==> config.mk <==
export PLATFORM = sky130hd
export DESIGN_NAME = ifetch_unit
export DESIGN_NICKNAME = d
export VERILOG_FILES = /design/src/rtl/ifetch_pkg.sv /design/src/rtl/ifetch_fifo.sv /design/src/rtl/ifetch_unit.sv
export SDC_FILE = /design/constraint.sdc
export NUM_CORES = 1
export LEC_CHECK = 0
export CAP_MARGIN = 20
export CORE_ASPECT_RATIO = 0.8
export CORE_MARGIN = 8
export CORE_UTILIZATION = 48
export DETAILED_ROUTE_END_ITERATION = 6
export GPL_TIMING_DRIVEN = 0
export PLACE_DENSITY = 0.85
export SETUP_SLACK_MARGIN = 0.5
export SLEW_MARGIN = 20
export SYNTH_ARGS = -nofsm -noshare
export SYNTH_HDL_FRONTEND = slang
export SYNTH_SLANG_ARGS = --single-unit
export TNS_END_PERCENT = 1
==> constraint.sdc <==
create_clock -name clk -period 5.2 [get_ports clk]
set_input_delay 1.56 -clock clk [delete_from_list [all_inputs] [get_ports clk]]
set_output_delay 1.56 -clock clk [all_outputs]
set_load 0.02 [all_outputs]
==> src/rtl/ifetch_pkg.sv <==
// rtl/ifetch_pkg.sv - shared constants and types for the instruction fetch unit
// Contents:
//   XLEN_DEF      default datapath / PC width
//   RESET_PC_DEF  default PC loaded on reset
//   NOP           canonical no-op instruction encoding (addi x0, x0, 0)
//   fetch_entry_t one buffered fetch result {inst, pc} at default width
package ifetch_pkg;

  localparam int          XLEN_DEF     = 32;
  localparam logic [31:0] RESET_PC_DEF = 32'h0000_0000;
  localparam logic [31:0] NOP          = 32'h0000_0013;

  typedef struct packed {
    logic [XLEN_DEF-1:0] inst;
    logic [XLEN_DEF-1:0] pc;
  } fetch_entry_t;

endpackage

==> src/rtl/ifetch_fifo.sv <==
// rtl/ifetch_fifo.sv - synchronous FIFO buffering fetched {inst, pc} entries
// Parameters: WIDTH entry width, DEPTH entries (power of two, >= 2)
// Ports:
//   clk, rst     clock, synchronous active-high reset (clears storage too)
//   push, din    write one entry; caller guarantees the FIFO is not full
//   pop          remove head entry; ignored when empty
//   flush        discard all entries; dominates push and pop
//   dout         head entry
//   count        number of stored entries
module ifetch_fifo
  import ifetch_pkg::*;
#(
  parameter int WIDTH = 64,
  parameter int DEPTH = 2
) (
  input  logic                     clk,
  input  logic                     rst,
  input  logic                     push,
  input  logic                     pop,
  input  logic                     flush,
  input  logic [WIDTH-1:0]         din,
  output logic [WIDTH-1:0]         dout,
  output logic [$clog2(DEPTH):0]   count
);

  localparam int            AW      = $clog2(DEPTH);
  localparam logic [AW-1:0] PTR_ONE = {{(AW-1){1'b0}}, 1'b1};
  localparam logic [AW:0]   CNT_ONE = {{AW{1'b0}}, 1'b1};

  logic [WIDTH-1:0] mem [DEPTH];
  logic [AW-1:0]    wr_ptr;
  logic [AW-1:0]    rd_ptr;
  logic             do_pop;

  assign do_pop = pop && (count != '0);
  assign dout   = mem[rd_ptr];

  always_ff @(posedge clk) begin
    if (rst) begin
      wr_ptr <= '0;
      rd_ptr <= '0;
      count  <= '0;
      for (int i = 0; i < DEPTH; i++) begin
        mem[i] <= '0;
      end
    end else if (flush) begin
      wr_ptr <= '0;
      rd_ptr <= '0;
      count  <= '0;
    end else begin
      if (push) begin
        mem[wr_ptr] <= din;
        wr_ptr      <= wr_ptr + PTR_ONE;
      end
      if (do_pop) begin
        rd_ptr <= rd_ptr + PTR_ONE;
      end
      case ({push, do_pop})
        2'b10:   count <= count + CNT_ONE;
        2'b01:   count <= count - CNT_ONE;
        default: count <= count;
      endcase
    end
  end

endmodule

==> src/rtl/ifetch_unit.sv <==
// rtl/ifetch_unit.sv - instruction fetch unit: PC, imem issue, squash, decode FIFO
// Optional feature macro: IFETCH_PERF_CNT_EN (adds perf_fetched / perf_bubbles)
// Parameters: XLEN, ADDR_W (imem word-address width), RESET_PC, DEPTH (FIFO entries)
// Ports:
//   clk, rst                     clock, synchronous active-high reset
//   imem_en, imem_addr           read strobe and word address to instruction memory
//   imem_rdata                   read data, valid the cycle after imem_en
//   redirect_valid, redirect_pc  load a new fetch PC, squashing in-flight work
//   inst_valid, inst_ready       decode handshake on the FIFO head
//   inst, inst_pc                instruction at the FIFO head and its PC
//   perf_fetched, perf_bubbles   accepted-instruction and starved-cycle counters
module ifetch_unit
  import ifetch_pkg::*;
#(
  parameter int               XLEN     = XLEN_DEF,
  parameter int               ADDR_W   = 14,
  parameter logic [XLEN-1:0]  RESET_PC = XLEN'(RESET_PC_DEF),
  parameter int               DEPTH    = 2
) (
  input  logic              clk,
  input  logic              rst,
  output logic              imem_en,
  output logic [ADDR_W-1:0] imem_addr,
  input  logic [XLEN-1:0]   imem_rdata,
  input  logic              redirect_valid,
  input  logic [XLEN-1:0]   redirect_pc,
  output logic              inst_valid,
  input  logic              inst_ready,
  output logic [XLEN-1:0]   inst,
`ifdef IFETCH_PERF_CNT_EN
  output logic [XLEN-1:0]   inst_pc,
  output logic [31:0]       perf_fetched,
  output logic [31:0]       perf_bubbles
`else
  output logic [XLEN-1:0]   inst_pc
`endif
);

  localparam int            CW      = $clog2(DEPTH) + 1;
  localparam logic [CW:0]   DEPTH_V = (CW+1)'(DEPTH);

  logic [XLEN-1:0]   fetch_pc;
  logic [XLEN-1:0]   inflight_pc;
  logic              inflight;
  logic [CW-1:0]     count;
  logic [CW:0]       occupancy;
  logic              pop;
  logic              push;
  logic              issue;
  logic [2*XLEN-1:0] fifo_din;
  logic [2*XLEN-1:0] fifo_dout;

  assign pop = inst_valid && inst_ready;

  // Slots already committed (stored + in flight) after this cycle's pop; an
  // issue is only allowed when its response is guaranteed a free slot.
  assign occupancy = {1'b0, count} + {{CW{1'b0}}, inflight} - {{CW{1'b0}}, pop};
  assign issue     = !rst && !redirect_valid && (occupancy < DEPTH_V);

  assign imem_en   = issue;
  assign imem_addr = fetch_pc[ADDR_W+1:2];

  // A response landing in a redirect cycle belongs to the old path: squash it.
  assign push     = inflight && !redirect_valid;
  assign fifo_din = {imem_rdata, inflight_pc};

  always_ff @(posedge clk) begin
    if (rst) begin
      fetch_pc    <= RESET_PC;
      inflight    <= 1'b0;
      inflight_pc <= '0;
    end else begin
      inflight <= issue;
      if (issue) begin
        inflight_pc <= fetch_pc;
      end
      if (redirect_valid) begin
        fetch_pc <= redirect_pc & ~XLEN'(3);
      end else if (issue) begin
        fetch_pc <= fetch_pc + XLEN'(4);
      end
    end
  end

  ifetch_fifo #(
    .WIDTH (2*XLEN),
    .DEPTH (DEPTH)
  ) u_fifo (
    .clk   (clk),
    .rst   (rst),
    .push  (push),
    .pop   (pop),
    .flush (redirect_valid),
    .din   (fifo_din),
    .dout  (fifo_dout),
    .count (count)
  );

  assign inst_valid = (count != '0);
  assign inst       = fifo_dout[2*XLEN-1:XLEN];
  assign inst_pc    = fifo_dout[XLEN-1:0];

`ifdef IFETCH_PERF_CNT_EN
  always_ff @(posedge clk) begin
    if (rst) begin
      perf_fetched <= '0;
      perf_bubbles <= '0;
    end else begin
      if (pop) begin
        perf_fetched <= perf_fetched + 32'd1;
      end
      if (inst_ready && !inst_valid) begin
        perf_bubbles <= perf_bubbles + 32'd1;
      end
    end
  end
`endif

endmodule

== Yosys cells after proc, flatten, opt, wreduce, memory -nomap -nowiden ==
Memory sizes are Yosys's and may differ from the RTL's. A register that Yosys moved wholly into a read port is not among the register bits.
Index checks and enable logic that the tools add are counted.

* Add/sub/neg operators: 7
* $lt $le $gt $ge: 1
* Equality and inequality tests: 2
* Multiplexer cells: 14
* Reduce and logical (&&, ||, !) cells: 12

{| class="wikitable"
|+ Operators with widths
! kind !! count
|-
| 32-bit 2-to-1 mux || 2
|-
| 64-bit 2-to-1 mux || 1
|-
| 64-bit OR reduction || 1
|-
| 32-bit by 3-bit adder with 32-bit output (second input constant) || 1
|-
| 1-bit 2-to-1 mux || 10
|-
| 2-bit nonzero test || 3
|-
| 1-bit logical AND || 5
|-
| 2-bit one-hot mux with 2 select lines || 1
|-
| 2-bit by 1-bit adder with 3-bit output || 1
|-
| 3-bit by 2-bit < comparator with 1-bit output (second input constant) || 1
|-
| 3-bit by 1-bit subtractor with 3-bit output || 1
|-
| 1-bit adder (second input constant) || 2
|-
| 2-bit by 1-bit adder with 2-bit output (second input constant) || 1
|-
| 2-bit by 1-bit == test with 1-bit output (second input constant) || 1
|-
| 2-bit == test (second input constant) || 1
|-
| 1-bit zero test || 2
|-
| 2-bit OR reduction || 1
|-
| 2-bit by 1-bit subtractor with 2-bit output (second input constant) || 1
|}

* Register bits: 69
* Memory bits (writable): 128
* Input bits: 68
* Output and inout bits: 80
* Logic and storage cells: 44
* Memories: 1

{| class="wikitable"
|+ Memories
! name !! depth !! bits a word !! read ports !! clocked after Yosys merged registers in !! wr ports !! RTL line !! RTL
|-
| u_fifo.mem || 2 || 64 || 1 || 1 || 2 || ifetch_fifo.sv:30 || <nowiki>logic [WIDTH-1:0] mem [DEPTH];</nowiki>
|}

== Longest topological paths before layout ==
* Depth after elaboration: 8
* Gate-level depth with buffers: 12
* Mapped depth without buffers: 11

== By module ==
Synthesis repeated with hierarchy kept, for this count alone.

* Cell total of the unflattened synthesis: 784
* Area, all modules: 8,974.9 um^2

{| class="wikitable"
|+ Modules (own cells, without submodules)
! module !! times used !! cells each !! area each (um^2) !! seq. area each (um^2)
|-
| ifetch_fifo || 1 || 381 || 5,821.8 || 3,943.8
|-
| ifetch_unit || 1 || 403 || 3,153.0 || 1,221.2
|}

== Worst setup path before layout ==
Ideal clock, no wire load.

* Path type: input-to-reg
* Start point: input redirect_valid
* End point: memory u_fifo.mem[0][10] (enable)
* Library setup time: 495 ps
* Arrival: 4,827 ps
* Required time: 4,705 ps
* Setup slack: -121 ps
* Stages on the path: 3
* Buffers on the path: 1
* Cell sequence: clkbuf_1 -> nand2b_1 -> o21bai_1

{| class="wikitable"
|+ RTL lines
! element !! RTL line !! RTL
|-
| start: declaration || ifetch_unit.sv:25 || <nowiki>input logic redirect_valid,</nowiki>
|-
| end: declaration || ifetch_fifo.sv:30 ||
|}

== Final worst setup path ==
* Start point: input inst_ready
* End point: output imem_en

* Longest elaborated chain between the ends: 4

{| class="wikitable"
|+ RTL lines
! element !! RTL line !! RTL
|-
| start: declaration || ifetch_unit.sv:28 || <nowiki>input logic inst_ready,</nowiki>
|-
| 1-bit logical AND || ifetch_unit.sv:53 || <nowiki>assign pop = inst_valid && inst_ready;</nowiki>
|-
| 3-bit by 1-bit subtractor with 3-bit output || ifetch_unit.sv:57 || <nowiki>assign occupancy = {1'b0, count} + {{CW{1'b0}}, inflight} - {{CW{1'b0}}, pop};</nowiki>
|-
| 3-bit by 2-bit < comparator with 1-bit output || ifetch_unit.sv:58 || <nowiki>assign issue = !rst && !redirect_valid && (occupancy < DEPTH_V);</nowiki>
|-
| 1-bit logical AND || ifetch_unit.sv:58 ||
|-
| end: declaration || ifetch_unit.sv:22 || <nowiki>output logic imem_en,</nowiki>
|}

No other way between the ends.

==> flow_summary_export.csv <==
group,metric,value,unit
clock_network,clk-insertion-delay-late,0.44,ns
floorplan,fp-row-count,43,
logic_synthesis,yosysSeqAreaShare,0.588,
cells_and_area,drive_above_1_share,0.158,
routing,vias,6148,
logic_synthesis,synth_most_common_cell,"and2_1",
logic_synthesis,syn_area,0.00857,mm2
global_route,grt_pass1_wl,32500,um
setup_path,crit_arrival,3.22,ns
timing,timing.slew.headroom,0.461,
clock_network,cts_sinks,190,
timing,tns,0,ns
global_route,grt-ovfl-total,0,
global_route,grt_max_degree,34,
timing,max_freq,209,MHz
logic_synthesis,synth_xor_area_frac,0.0153,
power_and_ir_drop,power_density,307,mW/mm2
floorplan,dieArea,0.0224,mm2
power_and_ir_drop,total_power,3.41,mW
min_path,min_path_type,"register to register",
global_route,grt_antenna_before_repair,0,
logic_synthesis,synth-compound-area-share,0.0692,
logic_synthesis,ys_seq_elements,190,
setup_path,path_max_fanout,2,
logic_synthesis,synth_edf_count,124,
routing,routed_wl,20700,um
status,status,"completed",
setup_path,startpoint_type,"primary input",
logic_synthesis,yosys-top-cells-count,"and2_1 (126), edfxtp_1 (124), nand2_1 (76)",
cells_and_area,fin_cells,1147,
setup_path,cp_num_buf_inv,5,
place,dp_hpwl,14400,um
global_route,grt_pass1_vias,6121,
setup_path,crit_required,3.64,ns
logic_synthesis,async_flop_share,0,
floorplan,core_area,0.0174,mm2
logic_synthesis,yosysUniqueCellTypes,55,
floorplan,die_y,136,um
routing,drc_errors,0,
routing,viasPerCell,5.36,
cells_and_area,final_nets,982,
logic_synthesis,synth_ff_type,"edfxtp_1",
place,numPortBuffers,143,
routing,first_iter_violations,513,
cells_and_area,antenna_cells,0,
logic_synthesis,synth-simple-area-share,0.198,
cells_and_area,area_growth,29.3,%
routing,drtPass1Iterations,5,
logic_synthesis,synth_top_area_share,0.434,
power_and_ir_drop,p_leak,3.99,nW
clock_network,clkTransAtPathRegs,0.06,ns
setup_path,end_kind,"primary output",
setup_path,cp_top_family,"adder cells",
global_route,grt.total_usage,0.186,
timing,fin_crit,4.78,ns
logic_synthesis,syn_area_per_cell,11.6,um2
clock_network,postCtsHoldBufs,0,
logic_synthesis,syn_inst,739,
timing,hold_viol,0,
setup_path,cp_common_cell,"buf_6",
logic_synthesis,yosysWarnings,0,
cells_and_area,final_core_util,0.636,
setup_path,criticalPathCategory,"primary input to primary output",
setup_path,critPathSlowestCell,"fa_2",
timing,fin_crit_sh,0.919,
timing,rsz0062_at_grt,"yes",
timing,slew_viol_final,0,
floorplan,die_w,165,um
floorplan,num_io_pins,148,
timing,fin_worst_skew,0.0109,ns
timing,finalSetupViolCount,0,
clock_network,htreeDepth,4,
power_and_ir_drop,vdd_drop_max,0.225,mV
setup_path,slowest_delay,0.35,ns
clock_network,clockBufferDepth,2,
clock_network,root_buffer,"clkbuf_16",
clock_network,cts_tree,"yes",
logic_synthesis,synth_top_family_by_area,"simple AND/OR/NAND/NOR gates",
flow_run,drv_cap,0,
routing,wire_per_inst,18.0,um
place,routabilityCongestion,0.923,
setup_path,crit_chain,"buf_6 > and2_4 > ha_4 > nand2b_4 > fa_2 > xnor2_2 > nand3_2 > inv_4 > clkbuf_16 > buf_8 > buf_6",
timing,worst_slew_pin_slew,0.804,ns
place,dpl.cell_count,1111,
logic_synthesis,synth.area.mux_share,0.0841,
logic_synthesis,synthTopCellsByArea,"edfxtp_1 (43%), dfxtp_1 (15%), and2_1 (9.2%)",
floorplan,start_util,0.492,
logic_synthesis,synthAdderAreaFrac,0.00671,
logic_synthesis,yosysTopAreaCell,"edfxtp_1",
clock_network,cts_buffers,17,
routing,ant_nets,0,
## what timing repair did
item / in CTS / in global routing
buffers inserted: 5 / 0
endpoints found under the setup margin: 1 / 1
gates cloned: 0 / 0
pin swaps: 4 / 4
gates resized for setup: 25 / 0
endpoints found under the hold margin: 0 / 0
## worst reg2reg max path, cell delays in order (launching register included)
cell and delay, ns:
dfxtp_1 0.38, or2_2 0.33, and2_4 0.19, ha_4 0.21, nand2b_4 0.14, fa_2 0.35
xnor2_2 0.14, nand3_2 0.13, buf_4 0.17, clkbuf_1 0.44, buf_1 0.50, o22ai_1 0.18
## final cells by class
cell class                      count  area, um2
Clock inverter                     13        165
Sequential cell                   190       5040
Fill cell                        1296       6350
Timing Repair Buffer              151       1550
Tap cell                          225        282
Inverter                            7       28.8
Multi-Input combinational cell    482       3260
Clock buffer                       18        429
Buffer                             61        325
## cell families (layout without fill, tap and decap cells)
family	Yosys count	count (layout)
AO/OA/AOI/OAI	100	100
XOR/XNOR	15	15
adder cells (fa/ha/maj)	4	4
buffers and inverters	68	250
flip-flops	190	190
multiplexers	64	64
other	1	2
AND/OR/NAND/NOR	297	297
## state kept, by name (all words and copies together), names as in the netlist, named ones only
register / count
inflight_pc: 30
u_fifo.wr_ptr: 1
u_fifo.mem: 124
u_fifo.count: 2
inflight: 1
u_fifo.rd_ptr: 1
fetch_pc: 30
## worst paths after layout
kind / slack (ns) / endpoint / depth (start not counted) / from
hold / removal: 0.47 / inflight_pc[27] / 2 / inflight_pc[27]
setup / recovery: 0.42 / imem_en / 11 / inst_ready
hold reg to reg: 0.47 / inflight_pc[27] / 2 / inflight_pc[27]
setup reg to reg: 1.91 / fetch_pc[17] / 11 / u_fifo.count[1]
## per-layer routing
| metal | global-route usage | wire (um) |
|---|---|---|
| met1 | 0.253 | 9120 |
| met2 | 0.287 | 9400 |
| met3 | 0.0504 | 1890 |
| met4 | 0.0535 | 262 |
| met5 | 0 | 0 |
## cells in the final DEF, fill, tap and decap left out, types with 13 or more instances in the layout
| master | n |
|---|---|
| nand2_1 | 76 |
| clkbuf_16 | 18 |
| edfxtp_1 | 124 |
| clkdlybuf4s50_1 | 141 |
| and2_1 | 125 |
| mux2_2 | 64 |
| clkbuf_1 | 37 |
| dfxtp_1 | 66 |
| a21oi_1 | 50 |
| buf_4 | 21 |
| nand4_1 | 13 |
## per-stage QoR
step / hold WS, ns / instance area [um2] / worst slack [ns]
2_1_floorplan: 0.440 / 8580 / 0.194
3_3_place_gp: 0.448 / 10300 / -1.40
3_5_place_dp: 0.457 / 10400 / -1.46
4_1_cts: 0.466 / 11100 / 0.385
5_1_grt: 0.485 / 11100 / 0.364
6_report: 0.465 / 11100 / 0.423
## power by group
group	switching, mW	internal [mW]	leakage [nW]	total (mW)
sequential	0.0448	1.67	1.83	1.72
clock	0.567	0.757	0.286	1.32
combinational	0.182	0.184	1.88	0.366
total	0.794	2.61	3.99	3.41
Power figures use the tool's default switching activity.
